===== config.mk =====
export PLATFORM = sky130hd
export DESIGN_NAME = hex_keypad_scanner
export DESIGN_NICKNAME = d
export VERILOG_FILES = /design/src/rtl/keypad_pkg.sv /design/src/rtl/keypad_debounce_ctr.sv /design/src/rtl/hex_keypad_scanner.sv
export SDC_FILE = /design/constraint.sdc
export NUM_CORES = 1
export LEC_CHECK = 0
export CORE_ASPECT_RATIO = 0.7
export CORE_MARGIN = 3
export CORE_UTILIZATION = 53
export DETAILED_ROUTE_END_ITERATION = 12
export GPL_ROUTABILITY_DRIVEN = 0
export PLACE_DENSITY = 0.79
export SYNTH_ARGS = -nofsm -noshare
export SYNTH_HDL_FRONTEND = slang
export SYNTH_HIERARCHICAL = 1
export SYNTH_SLANG_ARGS = --single-unit

===== constraint.sdc =====
create_clock -name i_clk -period 2.75 [get_ports i_clk]
set_input_delay 0.55 -clock i_clk [delete_from_list [all_inputs] [get_ports i_clk]]
set_output_delay 0.55 -clock i_clk [all_outputs]
set_load 0.1 [all_outputs]

===== src/rtl/keypad_pkg.sv =====
// Shared definitions for the hex keypad scanner.
//   state_e        : scan FSM states
//   KEY_W, DATA_W  : key code and entry word widths
//   lowest_low_row : picks the lowest-index row that reads low (active-low rows)
package keypad_pkg;

    localparam int unsigned KEY_W  = 4;
    localparam int unsigned DATA_W = 16;

    typedef enum logic [1:0] {
        StScan,
        StDebounce,
        StHeld,
        StRelease
    } state_e;

    // When several rows are low at once, the lowest row index wins.
    function automatic logic [1:0] lowest_low_row(input logic [3:0] rows_n);
        logic [1:0] idx;
        idx = 2'd0;
        for (int i = 3; i >= 0; i--) begin
            if (!rows_n[i]) idx = 2'(i);
        end
        return idx;
    endfunction

endpackage


===== src/rtl/keypad_debounce_ctr.sv =====
// Scan tick divider and debounce counter for the keypad scanner.
// Ports:
//   i_clk, i_rst  : clock, asynchronous active-high reset
//   i_dbc_clr     : restart the debounce count at 0
//   i_dbc_inc     : advance the debounce count by one
//   o_tick        : one-cycle pulse every CLK_DIV clocks (counter at CLK_DIV-1)
//   o_dbc_done    : debounce count has reached DEBOUNCE_TICKS-1
module keypad_debounce_ctr #(
    parameter int unsigned CLK_DIV        = 5000,
    parameter int unsigned DEBOUNCE_TICKS = 4
) (
    input  logic i_clk,
    input  logic i_rst,
    input  logic i_dbc_clr,
    input  logic i_dbc_inc,
    output logic o_tick,
    output logic o_dbc_done
);

    localparam int unsigned DIV_W = $clog2(CLK_DIV);
    localparam int unsigned DBC_W = (DEBOUNCE_TICKS > 1) ? $clog2(DEBOUNCE_TICKS) : 1;

    logic [DIV_W-1:0] r_div;
    logic [DBC_W-1:0] r_dbc;
    logic             w_div_last;

    assign w_div_last = (r_div == DIV_W'(CLK_DIV - 1));
    assign o_tick     = w_div_last;
    assign o_dbc_done = (r_dbc == DBC_W'(DEBOUNCE_TICKS - 1));

    always_ff @(posedge i_clk or posedge i_rst) begin
        if (i_rst) begin
            r_div <= '0;
        end else if (w_div_last) begin
            r_div <= '0;
        end else begin
            r_div <= r_div + 1'b1;
        end
    end

    always_ff @(posedge i_clk or posedge i_rst) begin
        if (i_rst) begin
            r_dbc <= '0;
        end else if (i_dbc_clr) begin
            r_dbc <= '0;
        end else if (i_dbc_inc) begin
            r_dbc <= r_dbc + 1'b1;
        end
    end

endmodule


===== src/rtl/hex_keypad_scanner.sv =====
// 4x4 hex keypad scanner: drives one column low per scan tick, debounces press and
// release on the latched row, emits a one-cycle key event and shifts accepted codes
// into a 16-bit entry word (newest nibble in o_data[3:0]).
// Ports:
//   i_clk, i_rst  : clock, asynchronous active-high reset
//   i_rows        : keypad rows, active-low
//   i_clear       : one-cycle pulse, clears o_data
//   o_cols        : column drive, active-low, one column low at a time
//   o_key_valid   : one-cycle pulse per accepted press
//   o_key_code    : {row_idx, col_idx} of the last accepted key
//   o_data        : entry word
// Build option: define KEYPAD_SYNC_EN to pass i_rows through a 2-flop synchronizer
// (adds 2 clk of latency, needs CLK_DIV >= 4).
module hex_keypad_scanner
    import keypad_pkg::*;
#(
    parameter int unsigned CLK_DIV        = 5000,
    parameter int unsigned DEBOUNCE_TICKS = 4
) (
    input  logic              i_clk,
    input  logic              i_rst,
    input  logic [3:0]        i_rows,
    input  logic              i_clear,
    output logic [3:0]        o_cols,
    output logic              o_key_valid,
    output logic [KEY_W-1:0]  o_key_code,
    output logic [DATA_W-1:0] o_data
);

    logic [3:0]        w_rows;
    state_e            r_state, w_state_next;
    logic [1:0]        r_col, w_col_next;
    logic [1:0]        r_row, w_row_next;
    logic              w_tick, w_dbc_done, w_dbc_clr, w_dbc_inc, w_accept;
    logic              w_row_low, w_any_low;
    logic              r_key_valid;
    logic [KEY_W-1:0]  r_key_code;
    logic [DATA_W-1:0] r_data;

`ifdef KEYPAD_SYNC_EN
    logic [3:0] r_rows_meta, r_rows_sync;

    always_ff @(posedge i_clk or posedge i_rst) begin
        if (i_rst) begin
            r_rows_meta <= 4'hF;
            r_rows_sync <= 4'hF;
        end else begin
            r_rows_meta <= i_rows;
            r_rows_sync <= r_rows_meta;
        end
    end

    assign w_rows = r_rows_sync;
`else
    assign w_rows = i_rows;
`endif

    keypad_debounce_ctr #(
        .CLK_DIV        (CLK_DIV),
        .DEBOUNCE_TICKS (DEBOUNCE_TICKS)
    ) u_dbc (
        .i_clk      (i_clk),
        .i_rst      (i_rst),
        .i_dbc_clr  (w_dbc_clr),
        .i_dbc_inc  (w_dbc_inc),
        .o_tick     (w_tick),
        .o_dbc_done (w_dbc_done)
    );

    // The column only moves on ticks, so rows sampled on a tick always belong to the
    // column that has been driven for a full tick period. Outside SCAN the column stays
    // frozen on the latched key, so r_col doubles as the latched column index.
    assign w_row_low = ~w_rows[r_row];
    assign w_any_low = ~&w_rows;

    always_comb begin
        w_state_next = r_state;
        w_col_next   = r_col;
        w_row_next   = r_row;
        w_dbc_clr    = 1'b0;
        w_dbc_inc    = 1'b0;
        w_accept     = 1'b0;
        if (w_tick) begin
            case (r_state)
                StScan: begin
                    if (w_any_low) begin
                        w_row_next   = lowest_low_row(w_rows);
                        w_dbc_clr    = 1'b1;
                        w_state_next = StDebounce;
                    end else begin
                        w_col_next = r_col + 2'd1;
                    end
                end
                StDebounce: begin
                    if (w_row_low) begin
                        if (w_dbc_done) begin
                            w_accept     = 1'b1;
                            w_state_next = StHeld;
                        end else begin
                            w_dbc_inc = 1'b1;
                        end
                    end else begin
                        w_state_next = StScan;
                        w_col_next   = r_col + 2'd1;
                    end
                end
                StHeld: begin
                    if (!w_row_low) begin
                        w_dbc_clr    = 1'b1;
                        w_state_next = StRelease;
                    end
                end
                StRelease: begin
                    if (!w_row_low) begin
                        if (w_dbc_done) begin
                            w_state_next = StScan;
                            w_col_next   = r_col + 2'd1;
                        end else begin
                            w_dbc_inc = 1'b1;
                        end
                    end else begin
                        // Bounce during release: back to held without a new event.
                        w_state_next = StHeld;
                    end
                end
                default: w_state_next = StScan;
            endcase
        end
    end

    always_ff @(posedge i_clk or posedge i_rst) begin
        if (i_rst) begin
            r_state     <= StScan;
            r_col       <= 2'd0;
            r_row       <= 2'd0;
            r_key_valid <= 1'b0;
            r_key_code  <= '0;
        end else begin
            r_state     <= w_state_next;
            r_col       <= w_col_next;
            r_row       <= w_row_next;
            r_key_valid <= w_accept;
            if (w_accept) r_key_code <= {r_row, r_col};
        end
    end

    // Shift happens while o_key_valid is high, using the code it presents.
    always_ff @(posedge i_clk or posedge i_rst) begin
        if (i_rst) begin
            r_data <= '0;
        end else if (r_key_valid && i_clear) begin
            r_data <= {{(DATA_W - KEY_W){1'b0}}, r_key_code};
        end else if (r_key_valid) begin
            r_data <= {r_data[DATA_W-KEY_W-1:0], r_key_code};
        end else if (i_clear) begin
            r_data <= '0;
        end
    end

    assign o_cols      = ~(4'b0001 << r_col);
    assign o_key_valid = r_key_valid;
    assign o_key_code  = r_key_code;
    assign o_data      = r_data;

endmodule


==> results of run 1 <==
per-layer routing:
metal  track usage  vias to the layer above  part of all wire
li1              -                      680                 -
met1         0.263                      660              0.50
met2         0.272                       46              0.43
met3        0.0457                        8             0.051
met4        0.0637                        0             0.017
met5             0                        -                 0
metrics by stage:
stage | instances | area (um^2)
4_1_cts | 264 | 2400
2_1_floorplan | 177 | 1990
3_3_place_gp | 256 | 2310
3_5_place_dp | 256 | 2310
5_1_grt | 264 | 2400
6_report | 264 | 2400
cell type report:
cell class / instances / area [um^2] / share of cell area
clock buffer: 7 / 86.3 / 0.0360
clock inverter: 1 / 5.00 / 0.00208
inverter: 16 / 60.1 / 0.0250
multi-input combinational: 115 / 855 / 0.356
sequential: 42 / 1050 / 0.438
tap: 47 / 58.8 / 0.0245
timing repair buffer: 36 / 285 / 0.119
registers in the layout (all words and copies together), names as in the netlist, named ones only:
name         count
r_state          1
r_col            2
o_data          16
o_key_valid      1
u_dbc/r_div     13
u_dbc/r_dbc      2
o_key_code       4
r_row            2
cells in the final DEF (no fill, tap or decap):
cell,n
dfrtp_1,42
nor2_1,30
buf_4,30
inv_1,16
mux2i_1,15
ha_1,10
nand3_1,8
xnor2_1,7
clkbuf_8,6
clkdlybuf4s50_1,6
mux2_2,5
nand2_1,5
a22o_1,5
and3_1,5
xor2_1,5
a21oi_1,3
nand4_1,2
o21ai_0,2
mux4_2,1
mux2i_2,1
o221a_2,1
o211ai_2,1
mux2_4,1
nor3b_1,1
o221ai_1,1
a211oi_1,1
o22ai_1,1
clkinv_2,1
clkbuf_1,1
nor3_1,1
or4_1,1
nor3_2,1
nor2b_1,1
kinds of logic after synthesis:
logic type | count (synthesis) | synth area share
xor+xnor | 12 | 0.0529
compound gates | 15 | 0.0580
fa+ha+maj | 10 | 0.0630
simple gates | 55 | 0.127
mux | 23 | 0.130
buf+inv | 20 | 0.0403
flops | 42 | 0.529
power by group:
part           internal (mW)  total, mW  switching, mW
Sequential             0.619      0.620        0.00179
Clock                  0.202      0.402          0.199
Combinational         0.0176     0.0545         0.0369
Total                  0.839       1.08          0.238
worst paths after layout:
| kind | startpoint | to | slack [ns] | cells past startpoint |
|---|---|---|---|---|
| min | u_dbc/r_div[0] | u_dbc/r_div[0] | 0.47 | 1 |
| min reg2reg | u_dbc/r_div[0] | u_dbc/r_div[0] | 0.47 | 1 |
| max reg2reg | u_dbc/r_div[3] | o_key_code[3] | 0.29 | 7 |
| max | u_dbc/r_div[3] | o_key_code[3] | 0.29 | 7 |
| max in group asynchronous | i_rst | u_dbc/r_div[12] | 1.74 | 2 |
| min in group asynchronous | i_rst | u_dbc/r_div[2] | 0.65 | 2 |
worst max-delay path, stage by stage (launching register included):
cell and delay, ns:
dfrtp_1 0.45, or4_1 0.56, nor3_2 0.14, and3_1 0.24, buf_4 0.16, nand3_1 0.09, nor2_1 0.33, mux2_2 0.39
==> run_results.csv, run 1 <==
group,metric,value,unit
outcome,outcome,"finished clean",
floorplanning,row_count,17,
layout,syn_to_final_growth,20.9,%
layout,diodes,0,
clocking,h-tree-depth,2,
min_path,hold_class,"reg2reg",
logic_synthesis,synth_area_leader_cell,"dfrtp_1",
sta,hold_viol,0,
clocking,post_cts_buffers,0,
sta,finClkSkew,0.00685,ns
logic_synthesis,synthArstFlopShare,1.00,
sta,worst_slack,0.286,ns
logic_synthesis,yosysMostFrequentCell,"dfrtp_1",
route,antenna_left,0,
clocking,clkSinkCount,42,
sta,setup_viol,0,
clocking,cts_root_buf,"clkbuf_8",
layout,drive_gt1_frac,0.221,
route,vias,1394,
pwr,power_density,448,nW/um^2
logic_synthesis,synthesis.nets,194,
logic_synthesis,ys.flop_type,"dfrtp_1",
sta,slew_headroom,0.630,
route,wl_per_cell,14.0,um
logic_synthesis,synth-seq-cells,42,
global_route,gr-total-overflow,0,
global_route,antenna_found_initial,0,
floorplanning,die_w,79.2,um
placed_design,port_buffers,31,
logic_synthesis,yosys-top-cells-area,"dfrtp_1, mux2i_1, ha_1, nor2_1, xnor2_1",
route,viasPerCell,5.28,
global_route,first_global_vias,1382,
sta,tns,0,ns
pwr,ir_drop,0.397,mV
layout,fin_util,0.714,
floorplanning,core,3360,um^2
global_route,grt_use_total,0.183,
sta,worst_pin_slew,0.554,ns
clocking,cts_max_path_buffers,2,
sta,rsz0062_at_grt,"no",
clocking,cts_buffers,5,
placed_design,place.detailed.hpwl,2780,um
clocking,cts_resized,0,
clocking,cts_tree,"yes",
critical_path,worstPathArrival,2.64,ns
critical_path,required,2.93,ns
layout,nets,233,
clocking,path_clk_slew,0.08,ns
critical_path,path_class,"reg2reg",
logic_synthesis,yosys.cell_types.count,32,
route,drc,0,
critical_path,critPathLaunchType,"register",
floorplanning,io_pins,32,
floorplanning,die_height,57.2,um
pwr,power,1.08,mW
sta,fmax,406,MHz
global_route,grt_max_degree,28,
floorplanning,die_area,4530,um^2
clocking,cts_hold_buffers,0,
floorplanning,initial_utilization,0.591,
pwr,leakage,1.19,nW
logic_synthesis,synth_edf_count,0,
logic_synthesis,syn_inst,177,
logic_synthesis,syn-cell-area,1990,um^2
sta,min_period,2.46,ns
sta,finalMaxSlewViolations,0,
logic_synthesis,synth_top_cells_by_count,"dfrtp_1, nor2_1, inv_1, mux2i_1, ha_1",
layout,n_fill_cell,248,
clocking,insertion_delay,0.29,ns
sta,holdWs,0.472,ns
placed_design,pre_cts_ws,0.235,ns
critical_path,critPathCaptureType,"register",
critical_path,worstPathMaxFanout,6,
logic_synthesis,postSynthAreaPerCell,11.2,um^2
flow_run,maxCapViolations,0,
logic_synthesis,yosysWarningCount,6,
route,drtPass1Iterations,5,
route,drt-initial-drc-count,121,
global_route,grt_pass1_wl,6450,um
route,drt-total-wl,3690,um
sta,min_period_over_period,0.896,
logic_synthesis,yosysSeqAreaShare,0.529,
logic_synthesis,yosys.area.top_type_share,0.529,
Note: power is estimated with default switching activity, not from simulation.
==> run 2, diff against run 1 <==
CORE_ASPECT_RATIO = 0.9   (was 0.7)
==> run 2 against run 1 <==
  * Sequential share of layout area decreased by 0.72 points
  * Total power increased by 18%
  * Sequential power about the same
==> run_results.csv, run 2 (synthesis results as in run 1) <==
group,metric,value,unit
floorplanning,core,3480,um^2
layout,diodes,0,
outcome,outcome,"finished clean",
pwr,netSwitchingFraction,0.198,
route,drtPass1Iterations,4,
placed_design,dp.cells,252,
route,viasPerCell,5.40,
flow_run,maxCapViolations,0,
sta,finalMaxSlewViolations,0,
floorplanning,die_area,4520,um^2
sta,slew_headroom,0.623,
critical_path,path_class,"reg2reg",
floorplanning,initial_utilization,0.571,
clocking,clkSinkCount,42,
layout,final_cell_mix,"dfrtp_1, nor2_1, buf_4",
sta,holdWs,0.481,ns
clocking,cts_buffers,5,
pwr,p_clk_frac,0.472,
pwr,p_int,1.02,mW
placed_design,place_area,2300,um^2
global_route,grt_use_total,0.190,
layout,instances_no_fill,260,
clocking,cts_resized,0,
min_path,hold_class,"reg2reg",
route,antenna_left,0,
critical_path,worstPathArrival,2.67,ns
clocking,h-tree-depth,2,
sta,worst_pin_slew,0.564,ns
clocking,insertion_delay,0.30,ns
critical_path,worstPathMaxFanout,7,
pwr,comb_power_share,0.041,
clocking,cts_root_buf,"clkbuf_8",
min_path,hold_depth,1,
placed_design,port_buffers,31,
floorplanning,die_w,70.5,um
global_route,antenna_found_initial,0,
placed_design,place.detailed.hpwl,2800,um
floorplanning,row_count,20,
layout,syn_to_final_growth,22.9,%
floorplanning,io_pins,32,
layout,layout_commonest_cell,"dfrtp_1",
sta,hold_viol,0,
route,vias,1405,
critical_path,critPathCaptureType,"register",
clocking,cts_hold_buffers,0,
clocking,cts_tree,"yes",
critical_path,r2r_setup_slack,0.27,ns
global_route,grt_pass1_wl,6660,um
critical_path,required,2.94,ns
layout,drive_gt1_frac,0.222,
sta,setup_viol,0,
global_route,first_global_vias,1453,
clocking,post_cts_buffers,0,
clocking,path_clk_slew,0.08,ns
pwr,power_density,522,nW/um^2
pwr,p_sw,0.252,mW
layout,fin_util,0.702,
sta,min_period_over_period,0.900,
pwr,seqPwrFrac,0.487,
route,drc,0,
layout,largest_register_ff_count,16,
route,wl_per_cell,14.5,um
floorplanning,die_height,64.1,um
critical_path,critPathLaunchType,"register",
layout,nets,232,
pwr,leakage,1.21,nW
sta,min_period,2.48,ns
global_route,grt_max_degree,28,
sta,fmax,404,MHz
sta,finClkSkew,0.00597,ns
route,drt-initial-drc-count,53,
global_route,gr-total-overflow,0,
route,drt-total-wl,3770,um
sta,tns,0,ns
layout,design_area,2440,um^2
clocking,cts_max_path_buffers,2,
critical_path,r2r_cells,7,
sta,rsz0062_at_grt,"no",
pwr,ir_drop,0.303,mV
## run 2: cell count changes in the layout (fill, tap and decap cells not counted)
cell and change:
bufinv_16 +2, clkinv_2 -1, buf_4 -1, clkbuf_1 -1
## run 2: layout make-up
type                            count  area (um^2)
Clock buffer                        6         82.6
Timing Repair Buffer               35          278
Tap cell                           44         55.1
Sequential cell                    42         1050
Multi-Input combinational cell    115          855
Inverter                           16         60.1
Clock inverter                      2         60.1
Fill cell                         259         1040
## run 2: power by group through the flow
| stage | Sequential [mW] | Clock, mW | Combinational [mW] |
|---|---|---|---|
| 6_report | 0.620 | 0.601 | 0.0528 |
| 4_1_cts | 0.620 | 0.613 | 0.0541 |
| 5_1_grt | 0.620 | 0.650 | 0.0588 |
| 2_1_floorplan | 0.632 | 0 | 0.0340 |
| 3_5_place_dp | 0.632 | 0 | 0.0541 |
| 3_3_place_gp | 0.632 | 0 | 0.0519 |
## run 2: metrics by stage
step	power [mW]	worst slack [ns]
after CTS	1.29	0.268
after global routing	1.33	0.121
after global placement	0.684	0.267
after floorplan	0.666	0.460
final	1.27	0.274
after detailed placement	0.687	0.211
## run 2: worst max-delay path: stages (launching register included)
cell	delay [ns]
dfrtp_1	0.45
or4_1	0.56
nor3_2	0.13
and3_1	0.26
buf_4	0.17
nand3_1	0.08
nor2_1	0.33
mux2_2	0.39
## run 2: path summary, 6_finish.rpt
path / from / end
setup / recovery: u_dbc/r_div[3] / o_key_code[2]
max in group asynchronous: i_rst / u_dbc/r_div[4]
min in group asynchronous: i_rst / u_dbc/r_dbc[1]
hold / removal: u_dbc/r_div[0] / u_dbc/r_div[0]
hold reg to reg: u_dbc/r_div[0] / u_dbc/r_div[0]
setup reg to reg: u_dbc/r_div[3] / o_key_code[2]
## run 2: per-layer routing
layer	wire length, um	GRT usage
met1	1680	0.235
met3	211	0.0708
met5	0	0
met2	1820	0.306
met4	58	0.0694
